`config.mk`:
```
export PLATFORM = sky130hd
export DESIGN_NAME = dmem_bridge
export DESIGN_NICKNAME = d
export VERILOG_FILES = /design/src/rtl/dmem_pkg.sv /design/src/rtl/dmem_align.sv /design/src/rtl/dmem_bridge.sv
export SDC_FILE = /design/constraint.sdc
export NUM_CORES = 1
export LEC_CHECK = 0
export CAP_MARGIN = 20
export CORE_MARGIN = 3
export CORE_UTILIZATION = 43
export CTS_BUF_LIST = sky130_fd_sc_hd__clkbuf_8
export CTS_CLUSTER_DIAMETER = 80
export DETAILED_ROUTE_END_ITERATION = 16
export PLACE_DENSITY = 0.8
export REMOVE_ABC_BUFFERS = 1
export SYNTH_ARGS = -nofsm -noshare
export SYNTH_HDL_FRONTEND = slang
export SYNTH_SLANG_ARGS = --single-unit
```
`constraint.sdc`:
```
create_clock -name clk -period 2.3 [get_ports clk]
set_clock_uncertainty 0.1 [all_clocks]
set_input_delay 0.46 -clock clk [delete_from_list [all_inputs] [get_ports clk]]
set_output_delay 0.46 -clock clk [all_outputs]
set_load 0.005 [all_outputs]
```
`src/rtl/dmem_pkg.sv`:
```
// dmem_pkg: shared types and encodings for the data-memory bridge.
//   SZ_*         : access size encodings from the M stage
//   dmem_state_t : bridge FSM states
//   bus_cmd_t    : registered bus command payload (we/addr/be/wdata)
package dmem_pkg;

  localparam int unsigned XLEN = 32;
  localparam int unsigned BE_W = XLEN / 8;

  localparam logic [1:0] SZ_BYTE = 2'b00;
  localparam logic [1:0] SZ_HALF = 2'b01;
  localparam logic [1:0] SZ_WORD = 2'b10;

  typedef enum logic [1:0] {
    IDLE = 2'd0,
    BUSY = 2'd1,
    DONE = 2'd2
  } dmem_state_t;

  typedef struct packed {
    logic            we;
    logic [XLEN-1:0] addr;
    logic [BE_W-1:0] be;
    logic [XLEN-1:0] wdata;
  } bus_cmd_t;

endpackage

```
`src/rtl/dmem_align.sv`:
```
// dmem_align: combinational lane logic for the data-memory bridge.
//   addr_lo   in  : byte offset within the word
//   size      in  : access size (SZ_*; 11 behaves as word)
//   sign      in  : sign-extend loads when 1
//   wdata_in  in  : right-justified store data
//   rdata_in  in  : raw bus read word
//   be        out : little-endian byte enables
//   wdata_out out : store data replicated across lanes
//   rdata_out out : selected and extended load data
//   mis       out : access is misaligned for its size
module dmem_align
  import dmem_pkg::*;
(
  input  logic [1:0]      addr_lo,
  input  logic [1:0]      size,
  input  logic            sign,
  input  logic [XLEN-1:0] wdata_in,
  input  logic [XLEN-1:0] rdata_in,
  output logic [BE_W-1:0] be,
  output logic [XLEN-1:0] wdata_out,
  output logic [XLEN-1:0] rdata_out,
  output logic            mis
);

  logic [7:0]  rbyte;
  logic [15:0] rhalf;

  // Lane selection from the read word.
  always_comb begin
    rbyte = rdata_in[7:0];
    case (addr_lo)
      2'd1:    rbyte = rdata_in[15:8];
      2'd2:    rbyte = rdata_in[23:16];
      2'd3:    rbyte = rdata_in[31:24];
      default: rbyte = rdata_in[7:0];
    endcase
    rhalf = addr_lo[1] ? rdata_in[31:16] : rdata_in[15:0];
  end

  // Size-dependent enables, replication, extension and alignment check.
  always_comb begin
    be        = '1;
    wdata_out = wdata_in;
    rdata_out = rdata_in;
    mis       = 1'b0;
    case (size)
      SZ_BYTE: begin
        be        = BE_W'(1) << addr_lo;
        wdata_out = {4{wdata_in[7:0]}};
        rdata_out = {{24{sign & rbyte[7]}}, rbyte};
      end
      SZ_HALF: begin
        mis       = addr_lo[0];
        be        = addr_lo[1] ? 4'b1100 : 4'b0011;
        wdata_out = {2{wdata_in[15:0]}};
        rdata_out = {{16{sign & rhalf[15]}}, rhalf};
      end
      default: begin
        mis = |addr_lo;
      end
    endcase
  end

endmodule

```
`src/rtl/dmem_bridge.sv`:
```
// dmem_bridge: M-stage to req/ack data bus bridge with stall, alignment
// faults and bus timeout.
//   clk, rst                      : clock, synchronous active-high reset
//   memreqM/memwriteM/memsizeM/
//   memsignM/aluoutM/writedataM   : M-stage access
//   readdataM, buserrM            : registered load result / timeout flag (DONE)
//   stallM, adelM, adesM          : combinational stall and misalignment flags
//   bus_req/we/addr/be/wdata      : registered bus command
//   bus_ack, bus_rdata            : bus completion and read data
module dmem_bridge
  import dmem_pkg::*;
#(
  parameter int unsigned MAX_WAIT = 255
) (
  input  logic            clk,
  input  logic            rst,
  input  logic            memreqM,
  input  logic            memwriteM,
  input  logic [1:0]      memsizeM,
  input  logic            memsignM,
  input  logic [XLEN-1:0] aluoutM,
  input  logic [XLEN-1:0] writedataM,
  output logic [XLEN-1:0] readdataM,
  output logic            stallM,
  output logic            adelM,
  output logic            adesM,
  output logic            buserrM,
  output logic            bus_req,
  output logic            bus_we,
  output logic [XLEN-1:0] bus_addr,
  output logic [BE_W-1:0] bus_be,
  output logic [XLEN-1:0] bus_wdata,
  input  logic            bus_ack,
  input  logic [XLEN-1:0] bus_rdata
);

  localparam int unsigned CNT_W = (MAX_WAIT > 1) ? $clog2(MAX_WAIT) : 1;

  dmem_state_t     state_q, state_d;
  logic [CNT_W-1:0] wait_q, wait_d;
  bus_cmd_t        cmd_q, cmd_d;
  logic            req_q, req_d;
  logic [XLEN-1:0] rdata_q, rdata_d;
  logic            buserr_q, buserr_d;

  logic [BE_W-1:0] lane_be;
  logic [XLEN-1:0] lane_wdata;
  logic [XLEN-1:0] lane_rdata;
  logic            mis;

  dmem_align u_align (
    .addr_lo   (aluoutM[1:0]),
    .size      (memsizeM),
    .sign      (memsignM),
    .wdata_in  (writedataM),
    .rdata_in  (bus_rdata),
    .be        (lane_be),
    .wdata_out (lane_wdata),
    .rdata_out (lane_rdata),
    .mis       (mis)
  );

  // Next-state, bus command and combinational pipeline flags.
  always_comb begin
    state_d  = state_q;
    wait_d   = wait_q;
    cmd_d    = cmd_q;
    req_d    = req_q;
    rdata_d  = rdata_q;
    buserr_d = buserr_q;
    case (state_q)
      IDLE: begin
        if (memreqM && !mis) begin
          state_d     = BUSY;
          req_d       = 1'b1;
          wait_d      = '0;
          cmd_d.we    = memwriteM;
          cmd_d.addr  = {aluoutM[XLEN-1:2], 2'b00};
          cmd_d.be    = lane_be;
          cmd_d.wdata = lane_wdata;
        end
      end
      BUSY: begin
        // Ack has priority over a timeout in the same cycle.
        if (bus_ack && req_q) begin
          state_d  = DONE;
          req_d    = 1'b0;
          rdata_d  = lane_rdata;
          buserr_d = 1'b0;
        end else if (wait_q == CNT_W'(MAX_WAIT - 1)) begin
          state_d  = DONE;
          req_d    = 1'b0;
          rdata_d  = '0;
          buserr_d = 1'b1;
        end else begin
          wait_d = wait_q + CNT_W'(1);
        end
      end
      DONE: begin
        // Pipeline advances this cycle, so the access cannot retrigger.
        state_d  = IDLE;
        buserr_d = 1'b0;
      end
      default: begin
        state_d = IDLE;
      end
    endcase

    stallM = !rst && (((state_q == IDLE) && memreqM && !mis) || (state_q == BUSY));
    adelM  = !rst && (state_q == IDLE) && memreqM && !memwriteM && mis;
    adesM  = !rst && (state_q == IDLE) && memreqM && memwriteM && mis;
  end

  // State and output registers.
  always_ff @(posedge clk) begin
    if (rst) begin
      state_q  <= IDLE;
      wait_q   <= '0;
      cmd_q    <= '0;
      req_q    <= 1'b0;
      rdata_q  <= '0;
      buserr_q <= 1'b0;
    end else begin
      state_q  <= state_d;
      wait_q   <= wait_d;
      cmd_q    <= cmd_d;
      req_q    <= req_d;
      rdata_q  <= rdata_d;
      buserr_q <= buserr_d;
    end
  end

  assign bus_req   = req_q;
  assign bus_we    = cmd_q.we;
  assign bus_addr  = cmd_q.addr;
  assign bus_be    = cmd_q.be;
  assign bus_wdata = cmd_q.wdata;
  assign readdataM = rdata_q;
  assign buserrM   = buserr_q;

endmodule

```
==> impl_metrics.py, run 1 <==
metrics = {
    "sta": {
        "timing.final.max_slew_violations": 0,
        "period_share_pct": 97.2,
        "timing.final.ws_setup_ps": 64.9,
        "final_period_minus_worst_setup_slack_ps": 2240,
        "slew_headroom_pct": 57.6,
        "report.final.hold_viol_count": 0,
        "unrepaired_setup_endpoints_after_global_routing": "true",
        "worst-slew-pin-transition_ps": 636,
        "maxClockFrequency_mhz": 447,
        "setup_violations": 0,
    },
    "pwr": {
        "pwr-share-seq_pct": 50.5,
        "clock_power_share_pct": 28.9,
        "power.net_switching_w": 0.00106,
        "combPwrFrac_pct": 20.6,
        "internal_power_w": 0.00301,
        "vdd_drop_max_v": 0.000387,
        "power_per_cell_area_nw_per_um2": 558,
        "cellLeakagePower_nw": 2.80,
        "netSwitchingFraction_pct": 26.0,
    },
    "global_route": {
        "grt_util_all_layers_pct": 24.0,
        "grt_max_degree": 54,
        "grt_pass1_wl_mm": 23.3,
        "first_global_vias": 4741,
        "antenna_found_initial": 1,
        "global_route.overflow_total": 0,
    },
    "setup_path": {
        "cp.arrival_ps": 1680,
        "rr_startpoint": "state_q[1]$_SDFFE_PP0P_",
        "cp-start-kind": "flip-flop",
        "worst_r2r_path_depth": 8,
        "path_class": "flip-flop to output pin",
        "critical_path.endpoint_type": "output pin",
        "reg_to_reg_critical_path_endpoint": "wait_q[3]$_SDFFE_PP0P_",
        "worst-r2r-setup-slack_ps": 100,
        "worst-endpoint-required_ps": 1740,
        "crit_fanout": 2,
    },
    "synth": {
        "seq_area_frac_synth_pct": 47.6,
        "yosys_most_used_dff": "sky130_fd_sc_hd__dfxtp_1",
        "synth.most_common_cell": "sky130_fd_sc_hd__nand2_1",
        "synth_area_leaders": "sky130_fd_sc_hd__dfxtp_1, sky130_fd_sc_hd__nand2_1, sky130_fd_sc_hd__a21oi_1",
        "synth_top_cell_by_area": "sky130_fd_sc_hd__dfxtp_1",
        "synth-edff-count": 0,
        "synth_top_area_share_pct": 47.6,
        "netlist-cell-type-count": 46,
        "syn_area_um2": 4670,
        "synth-async-reset-ratio_pct": 0,
        "synthesized_area_per_cell_um2": 8.52,
        "number_of_warnings_issued_by_yosys": 0,
        "synth-seq-cells": 111,
        "synth_cells": 548,
        "post_synth_most_frequent_cells": "sky130_fd_sc_hd__nand2_1, sky130_fd_sc_hd__dfxtp_1, sky130_fd_sc_hd__a21oi_1",
    },
    "finish": {
        "nets": 867,
        "drive_above_1_share_pct": 10.1,
        "area_growth_pct": 56.2,
        "design_area_um2": 7290,
        "finish.cell_count_without_fillers": 903,
    },
    "floorplan": {
        "die-area_um2": 12100,
        "initial_utilization_pct": 44.6,
        "die_height_um": 110,
        "placement_rows": 37,
        "design.core.area_um2": 10500,
        "boundaryPins": 210,
        "die_w_um": 110,
    },
    "worst_hold_path": {
        "timing.hold.worst_endpoint": "bus_addr[13]$_SDFFE_PP0P_",
        "timing.hold.worst.start": "bus_addr[13]$_SDFFE_PP0P_",
        "timing.hold.worst.class": "flip-flop to flip-flop",
        "holdPathStages": 2,
    },
    "placement": {
        "post-dp-hpwl_mm": 11.1,
        "placement.io_buffers": 207,
        "placement.setup.worst_slack_ps": -588,
        "place.gp.congestion": 0.826,
        "post-place-cells": 886,
        "placement.cell_area_um2": 7060,
    },
    "clocking": {
        "cts_made_buffers": 9,
        "cts.sink_count": 111,
        "post_cts_buffers": 0,
        "tritoncts": "yes",
        "clkSlewWorstSetupHoldPaths_ps": 100,
        "cts_hold_buf": 0,
        "clk_root_buffer_cell": "sky130_fd_sc_hd__clkbuf_8",
        "cts.path.max_buffers": 2,
        "ctsHtreeMaxLevel": 3,
        "worst_skew_pair.late_latency_ps": 360,
    },
    "detailed_routing": {
        "ant_nets": 0,
        "postRouteWirelength_mm": 15.0,
        "dr.pass1.iters": 4,
        "route.vias.total": 4870,
        "routed_via_count_divided_by_cell_count": 5.39,
        "routedWlPerCell_um": 16.7,
        "drc": 0,
        "detail_route.iter0.violations": 352,
    },
    "outcome": {
        "run_status": "complete, no violations",
    },
    "run": {
        "cap_violations": 0,
    },
}
==> critical path, stage by stage (launching register included) <==
cell and delay, ps:
sky130_fd_sc_hd__dfxtp_1 320, sky130_fd_sc_hd__or3b_4 420, sky130_fd_sc_hd__buf_4 160, sky130_fd_sc_hd__o21bai_4 170
sky130_fd_sc_hd__a21oi_2 120, sky130_fd_sc_hd__buf_2 120
==> cells in the final DEF, fill, tap and decap left out, types with 10 or more instances in the layout <==
cell,Yosys,routed
sky130_fd_sc_hd__clkbuf_8,0,10
sky130_fd_sc_hd__inv_1,11,12
sky130_fd_sc_hd__nor2_1,35,33
sky130_fd_sc_hd__o2bb2ai_1,10,10
sky130_fd_sc_hd__buf_4,2,35
sky130_fd_sc_hd__a21oi_1,59,56
sky130_fd_sc_hd__a221o_1,17,17
sky130_fd_sc_hd__o21ai_0,17,17
sky130_fd_sc_hd__nand2_1,131,131
sky130_fd_sc_hd__a211oi_1,12,12
sky130_fd_sc_hd__mux2i_1,20,20
sky130_fd_sc_hd__clkdlybuf4s50_1,0,198
sky130_fd_sc_hd__dfxtp_1,111,110
==> area by class of cell <==
type | count | area (um^2)
clock buffers | 10 | 138
well taps | 136 | 170
flip-flops and latches | 111 | 2220
repair buffers | 246 | 2400
clock inverters | 6 | 61.3
inverters | 11 | 41.3
diodes | 1 | 2.50
fillers | 850 | 3170
multi-input cells | 382 | 2260
==> how the worst max path moves through the flow <==
| stage | from | end | slack, ps |
|---|---|---|---|
| floorplan | memsizeM[1] | bus_wdata[10]$_SDFFE_PP0P_ | -1970 |
| global placement | memreqM | adelM | -530 |
| detailed placement | memreqM | adelM | -590 |
| CTS | state_q[1]$_SDFFE_PP0P_ | adelM | -30 |
| global route | state_q[1]$_SDFFE_PP0P_ | stallM | -7 |
| finish | state_q[1]$_SDFFE_PP0P_ | stallM | 60 |
==> flip-flops by register name, summed over array words and instances, names as in the netlist <==
name       flops
buserrM        1
readdataM     32
bus_we         1
bus_addr      30
wait_q         8
bus_req        1
state_q        2
bus_be         4
bus_wdata     32
==> timing repair <==
item | in CTS | in global routing
setup endpoints to repair | 6 | 29
gates resized for setup | 19 | 7
pin swaps | 2 | 1
==> kinds of logic after synthesis <==
family	share of synthesized area, %
buffers and inverters	5.22
muxes	5.01
AOI/OAI and AO/OA	23.2
adders and majority gates	0.536
and+or+nand+nor	18.4
other	0.0803
DFF	47.6
==> metrics by stage <==
step	hold WS (ps)	power [W]	utilization [%]	setup TNS, ps
5_1_grt	373	0.00425	69.7	-8.40
4_1_cts	360	0.00410	69.4	-44.1
6_report	359	0.00407	69.7	0
2_1_floorplan	347	0.00237	-	-133750
3_5_place_dp	346	0.00293	67.4	-22280
3_3_place_gp	337	0.00290	67.4	-18030
==> power groups by stage <==
stage               clock, W  combinational [W]  sequential, W
global placement           0           0.000810        0.00209
CTS                  0.00121           0.000837        0.00205
global route         0.00127           0.000916        0.00206
detailed placement         0           0.000829        0.00210
floorplan                  0           0.000270        0.00210
finish               0.00118           0.000837        0.00205
==> layer usage <==
metal | wire, um | global-route usage (%) | up-vias | share of wire, %
li1 | - | - | 2359 | -
met5 | 0 | 0 | - | 0
met3 | 1430 | 6.76 | 30 | 9.5
met1 | 6080 | 29.1 | 2271 | 40
met4 | 448 | 10.2 | 0 | 3.0
met2 | 7090 | 40.0 | 210 | 47
No activity file was read; power rests on OpenSTA's default activity.
==> run 2, diff against run 1 <==
CORE_MARGIN = 1   (was 3)
==> run 2 against run 1 <==
Clock power down 8%; sequential power is essentially flat; global-route usage up 1.4 points; worst setup slack improved by 20 ps; power down 2.1%; cell area hardly changed; combinational power about the same; count of clock-buffer cells in the layout did not move; sequential share of layout area about the same; die area shrank 7.1%; critical path depth increased by 3; critical endpoint is now readdataM[11]$_SDFFE_PP0P_.
==> impl_metrics.py, run 2 (same netlist as run 1, synthesis figures left out) <==
metrics = {
    "clocking": {
        "ctsHtreeMaxLevel": 3,
        "cts.path.max_buffers": 2,
        "cts_hold_buf": 0,
        "clk_root_buffer_cell": "sky130_fd_sc_hd__clkbuf_8",
        "tritoncts": "yes",
        "cts_made_buffers": 9,
        "clkSlewWorstSetupHoldPaths_ps": 110,
        "cts.sink_count": 111,
        "worst_skew_pair.late_latency_ps": 360,
    },
    "setup_path": {
        "cp.arrival_ps": 2370,
        "critical_path.most_common_cell": "sky130_fd_sc_hd__buf_4",
        "worst-endpoint-required_ps": 2460,
        "timing.critical_path.slowest_cell_delay_ps": 550,
        "worst_path_max_delay_cell": "sky130_fd_sc_hd__clkdlybuf4s50_1",
        "critical_path.endpoint_type": "flip-flop",
        "path_class": "input port to flip-flop",
        "cp-start-kind": "input port",
        "crit_chain": "clkdlybuf4s50_1, buf_4, mux2i_1, o22ai_2, buf_4, and2_1, a221o_1, a22o_1",
        "crit_fanout": 6,
        "worst_r2r_path_depth": 6,
    },
    "sta": {
        "setup_violations": 0,
        "final_period_minus_worst_setup_slack_ps": 2210,
        "slew_headroom_pct": 53.2,
        "maxClockFrequency_mhz": 451,
        "report.final.hold_viol_count": 0,
        "worst-slew-pin-transition_ps": 702,
        "timing.final.max_slew_violations": 0,
        "finalHoldWorstSlack_ps": 360,
        "period_share_pct": 96.3,
    },
    "outcome": {
        "run_status": "complete, no violations",
    },
    "floorplan": {
        "initial_utilization_pct": 44.8,
        "die-area_um2": 11300,
        "boundaryPins": 210,
        "die_height_um": 106,
        "design.core.area_um2": 10400,
        "die_w_um": 106,
        "placement_rows": 37,
    },
    "worst_hold_path": {
        "timing.hold.worst.class": "flip-flop to flip-flop",
        "holdPathStages": 2,
    },
    "pwr": {
        "pwr-share-seq_pct": 51.6,
        "internal_power_w": 0.00291,
        "combPwrFrac_pct": 21.0,
        "power.total_w": 0.00398,
        "power_per_cell_area_nw_per_um2": 546,
        "netSwitchingFraction_pct": 26.9,
        "power.net_switching_w": 0.00107,
        "vdd_drop_max_v": 0.000338,
        "clock_power_share_pct": 27.4,
        "cellLeakagePower_nw": 2.79,
    },
    "finish": {
        "antenna_cells_inserted": 0,
        "register_area_um2": 2220,
        "design_area_um2": 7300,
        "finish.cell_count_without_fillers": 904,
        "layout.filler_cells": 833,
        "final_common_cell": "sky130_fd_sc_hd__clkdlybuf4s50_1",
        "area_used_by_multi_input_combinational_logic_um2": 2260,
        "drive_above_1_share_pct": 10.2,
        "nets": 869,
        "area_growth_pct": 56.2,
        "layout_common_cells": "sky130_fd_sc_hd__clkdlybuf4s50_1, sky130_fd_sc_hd__nand2_1, sky130_fd_sc_hd__dfxtp_1",
    },
    "run": {
        "cap_violations": 0,
    },
    "global_route": {
        "grt_pass1_wl_mm": 22.9,
        "grt_util_all_layers_pct": 25.4,
        "global_route.overflow_total": 0,
        "grt_max_degree": 58,
        "first_global_vias": 4821,
        "antenna_found_initial": 0,
    },
    "detailed_routing": {
        "routed_via_count_divided_by_cell_count": 5.38,
        "postRouteWirelength_mm": 14.6,
        "detail_route.iter0.violations": 319,
        "ant_nets": 0,
        "dr.pass1.iters": 5,
        "routedWlPerCell_um": 16.2,
        "drc": 0,
        "route.vias.total": 4868,
    },
    "placement": {
        "placement.io_buffers": 207,
        "place.gp.congestion": 0.800,
        "placement.cell_area_um2": 7050,
        "post-place-cells": 887,
        "post-dp-hpwl_mm": 10.6,
    },
}
[run 2: changes by cell type in the layout (fill, tap and decap cells not counted), sizes merged, moves of 2 or more]
cell	previous run	this run
clkinvlp	3	1
dlymetal6s2s	3	1
clkbuf	10	12
clkinv	1	3
[run 2: critical path: cells and delay by family]
kind	cells	cell delay [ps]
mux	1	220
buf+inv	3	880
compound gates	3	610
simple gates	1	200
[run 2: power groups by stage]
stage	sequential, W	combinational [W]	clock (W)
final	0.00206	0.000834	0.00109
after global routing	0.00207	0.000906	0.00121
after CTS	0.00206	0.000829	0.00113
after detailed placement	0.00210	0.000821	0
after global placement	0.00209	0.000802	0
after floorplan	0.00210	0.000270	0
[run 2: worst paths after layout]
path | startpoint | to | slack (ps)
hold / removal | bus_addr[31]$_SDFFE_PP0P_ | bus_addr[31]$_SDFFE_PP0P_ | 360
setup reg to reg | state_q[0]$_SDFFE_PP0P_ | wait_q[5]$_SDFFE_PP0P_ | 170
setup / recovery | aluoutM[0] | readdataM[11]$_SDFFE_PP0P_ | 90
hold reg to reg | bus_addr[31]$_SDFFE_PP0P_ | bus_addr[31]$_SDFFE_PP0P_ | 360
[run 2: what timing repair did]
item                                    in CTS  in global routing
resized for setup                           18                  8
gates cloned                                 0                  1
pin swaps                                    3                  2
setup buffers                                0                  0
endpoints found under the setup margin       3                 20
[run 2: final cells by class]
cell class | instances | share of cell area (%)
repair buffers | 248 | 33.2
clock buffers | 10 | 1.89
clock inverters | 6 | 0.600
inverters | 11 | 0.566
multi-input cells | 382 | 31.0
flip-flops and latches | 111 | 30.5
well taps | 136 | 2.33
[run 2: metrics by stage]
| step | utilization (%) | setup TNS, ps | setup WS [ps] |
|---|---|---|---|
| 2_1_floorplan | - | -133750 | -1970 |
| 3_3_place_gp | 67.7 | -12440 | -537 |
| 3_5_place_dp | 67.7 | -15830 | -548 |
| 4_1_cts | 69.6 | 0 | 3.41 |
| 5_1_grt | 70.0 | -42.7 | -22.3 |
| 6_report | 70.0 | 0 | 85.0 |
[run 2: layer usage]
layer | up-vias | part of all wire (%) | track usage, %
met4 | 0 | 1.9 | 10.0
met5 | - | 0 | 0
met3 | 24 | 6.1 | 4.11
met1 | 2295 | 41 | 30.3
li1 | 2357 | - | -
met2 | 192 | 51 | 45.2
==> run 3, diff against run 2 <==
==> constraint.sdc (replaced) <==
create_clock -name clk -period 2.3 [get_ports clk]
set_clock_uncertainty 0.1 [all_clocks]
set_input_delay 0.46 -clock clk [delete_from_list [all_inputs] [get_ports clk]]
set_output_delay 0.46 -clock clk [all_outputs]
set_load 0.1 [all_outputs]
==> run 3 against run 2 <==
Worst setup slack got worse by 84 ps; register-to-register slack improved by 60 ps; critical path depth fell by 4; global-route usage fell by 0.49 points; combinational power rose by 71%; via count fell by 2.0%; highest routed layer unchanged.
==> impl_metrics.py, run 3 (same netlist as run 1, synthesis figures left out) <==
metrics = {
    "finish": {
        "layout.core_utilization_pct": 67.8,
        "drive_above_1_share_pct": 22.9,
        "area_growth_pct": 51.2,
        "layout_common_cells": "sky130_fd_sc_hd__nand2_1, sky130_fd_sc_hd__buf_4, sky130_fd_sc_hd__dfxtp_1",
        "nets": 862,
        "final_common_cell": "sky130_fd_sc_hd__nand2_1",
        "antenna_cells_inserted": 0,
    },
    "detailed_routing": {
        "route.vias.total": 4769,
        "postRouteWirelength_mm": 14.2,
        "routedWlPerCell_um": 15.9,
        "routed_via_count_divided_by_cell_count": 5.32,
        "dr.pass1.iters": 7,
        "drc": 0,
        "ant_nets": 0,
        "detail_route.iter0.violations": 314,
    },
    "floorplan": {
        "design.core.area_um2": 10400,
        "initial_utilization_pct": 44.8,
        "placement_rows": 37,
        "boundaryPins": 210,
        "die_w_um": 106,
        "die-area_um2": 11300,
        "die_height_um": 106,
    },
    "sta": {
        "period_share_pct": 100,
        "setup_violations": 0,
        "final_period_minus_worst_setup_slack_ps": 2300,
        "report.final.hold_viol_count": 0,
        "slew_headroom_pct": 51.7,
        "timing.final.ws_setup_ps": 1.05,
        "finalHoldWorstSlack_ps": 360,
        "timing.final.max_slew_violations": 0,
        "worst-slew-pin-transition_ps": 725,
        "maxClockFrequency_mhz": 435,
        "unrepaired_setup_endpoints_after_global_routing": "true",
    },
    "global_route": {
        "grt_max_degree": 71,
        "first_global_vias": 4585,
        "grt_util_all_layers_pct": 24.9,
        "antenna_found_initial": 0,
        "grt_pass1_wl_mm": 22.4,
        "global_route.overflow_total": 0,
    },
    "clocking": {
        "clk_root_buffer_cell": "sky130_fd_sc_hd__clkbuf_8",
        "cts.sink_count": 111,
        "tritoncts": "yes",
        "clkSlewWorstSetupHoldPaths_ps": 90,
        "cts.path.max_buffers": 2,
        "cts_hold_buf": 0,
        "worst_skew_pair.late_latency_ps": 370,
        "ctsHtreeMaxLevel": 3,
        "cts_made_buffers": 9,
    },
    "setup_path": {
        "path_class": "flip-flop to output pin",
        "crit_fanout": 3,
        "crit_chain": "or3b_4, nor4_4, nor2b_4, buf_12",
        "cpLargestDelayFamily": "simple AND/OR/NAND/NOR gates",
        "cp.arrival_ps": 1740,
        "cp-start-kind": "flip-flop",
        "timing.critical_path.slowest_cell_delay_ps": 420,
        "worst-endpoint-required_ps": 1740,
        "critical_path.endpoint_type": "output pin",
        "worst_path_max_delay_cell": "sky130_fd_sc_hd__or3b_4",
        "timing.critical_path.buf_inv": 1,
    },
    "pwr": {
        "vdd_drop_max_v": 0.000341,
        "cellLeakagePower_nw": 2.98,
        "power_per_cell_area_nw_per_um2": 654,
    },
    "worst_hold_path": {
        "timing.hold.worst.class": "flip-flop to flip-flop",
    },
    "placement": {
        "place.gp.congestion": 0.821,
        "placement.io_buffers": 207,
        "post-dp-hpwl_mm": 10.4,
        "placement.setup.worst_slack_ps": -426,
    },
    "outcome": {
        "run_status": "complete, no violations",
    },
    "run": {
        "cap_violations": 0,
    },
}
## run 3: cell types whose count changed in the layout (fill, tap and decap cells not counted), moves of 2 or more
| cell | delta |
|---|---|
| sky130_fd_sc_hd__clkinv_2 | -2 |
| sky130_fd_sc_hd__buf_12 | +5 |
| sky130_fd_sc_hd__buf_4 | +95 |
| sky130_fd_sc_hd__clkdlybuf4s50_1 | -102 |
| sky130_fd_sc_hd__buf_2 | -2 |
## run 3: worst paths after layout
path	from	endpoint	cells after the start	slack, ps
worst max register to register	wait_q[0]$_SDFFE_PP0P_	wait_q[2]$_SDFFE_PP0P_	7	230
worst min-delay path	bus_wdata[30]$_SDFFE_PP0P_	bus_wdata[30]$_SDFFE_PP0P_	2	360
worst min register to register	bus_wdata[30]$_SDFFE_PP0P_	bus_wdata[30]$_SDFFE_PP0P_	2	360
worst max-delay path	state_q[1]$_SDFFE_PP0P_	adelM	4	1
## run 3: worst min-delay path, cell delays in order (launching register included)
cell and delay (ps):
sky130_fd_sc_hd__dfxtp_1 320, sky130_fd_sc_hd__nand2_1 50, sky130_fd_sc_hd__a21oi_1 50
## run 3: metal layers
metal	global-route usage, %	vias to the layer above	share of wire [%]
li1	-	2345	-
met1	31.0	2206	43
met2	43.1	186	49
met3	3.80	32	5.7
met4	9.52	0	2.4
met5	0	-	0
## run 3: timing repair
item                                    4_1_cts  5_1_grt
buffers inserted                              1        0
endpoints found under the setup margin        3        3
pin swaps                                     4        1
resized for setup                            15        3
## run 3: layout make-up
class                           count  area, um^2
Fill cell                         846        3350
Sequential cell                   111        2220
Timing Repair Buffer              241        2160
Inverter                           11        41.3
Tap cell                          136         170
Multi-Input combinational cell    382        2280
Clock inverter                      5        41.3
Clock buffer                       11         151
## run 3: per-stage QoR
| stage | cell area [um^2] | total power, W | cells | TNS, ps |
|---|---|---|---|---|
| 2_1_floorplan | 4470 | 0.00300 | 504 | -141450 |
| 3_3_place_gp | 6800 | 0.00350 | 880 | -5920 |
| 3_5_place_dp | 6800 | 0.00352 | 880 | -8580 |
| 4_1_cts | 7050 | 0.00465 | 897 | -241 |
| 5_1_grt | 7060 | 0.00483 | 897 | -72.9 |
| 6_report | 7060 | 0.00462 | 897 | 0 |
## run 3: where the power goes
group          leakage [nW]  switching (W)  internal, W
clock network         0.103       0.000671     0.000467
logic                  1.97       0.000983     0.000445
registers             0.904      0.0000476      0.00201
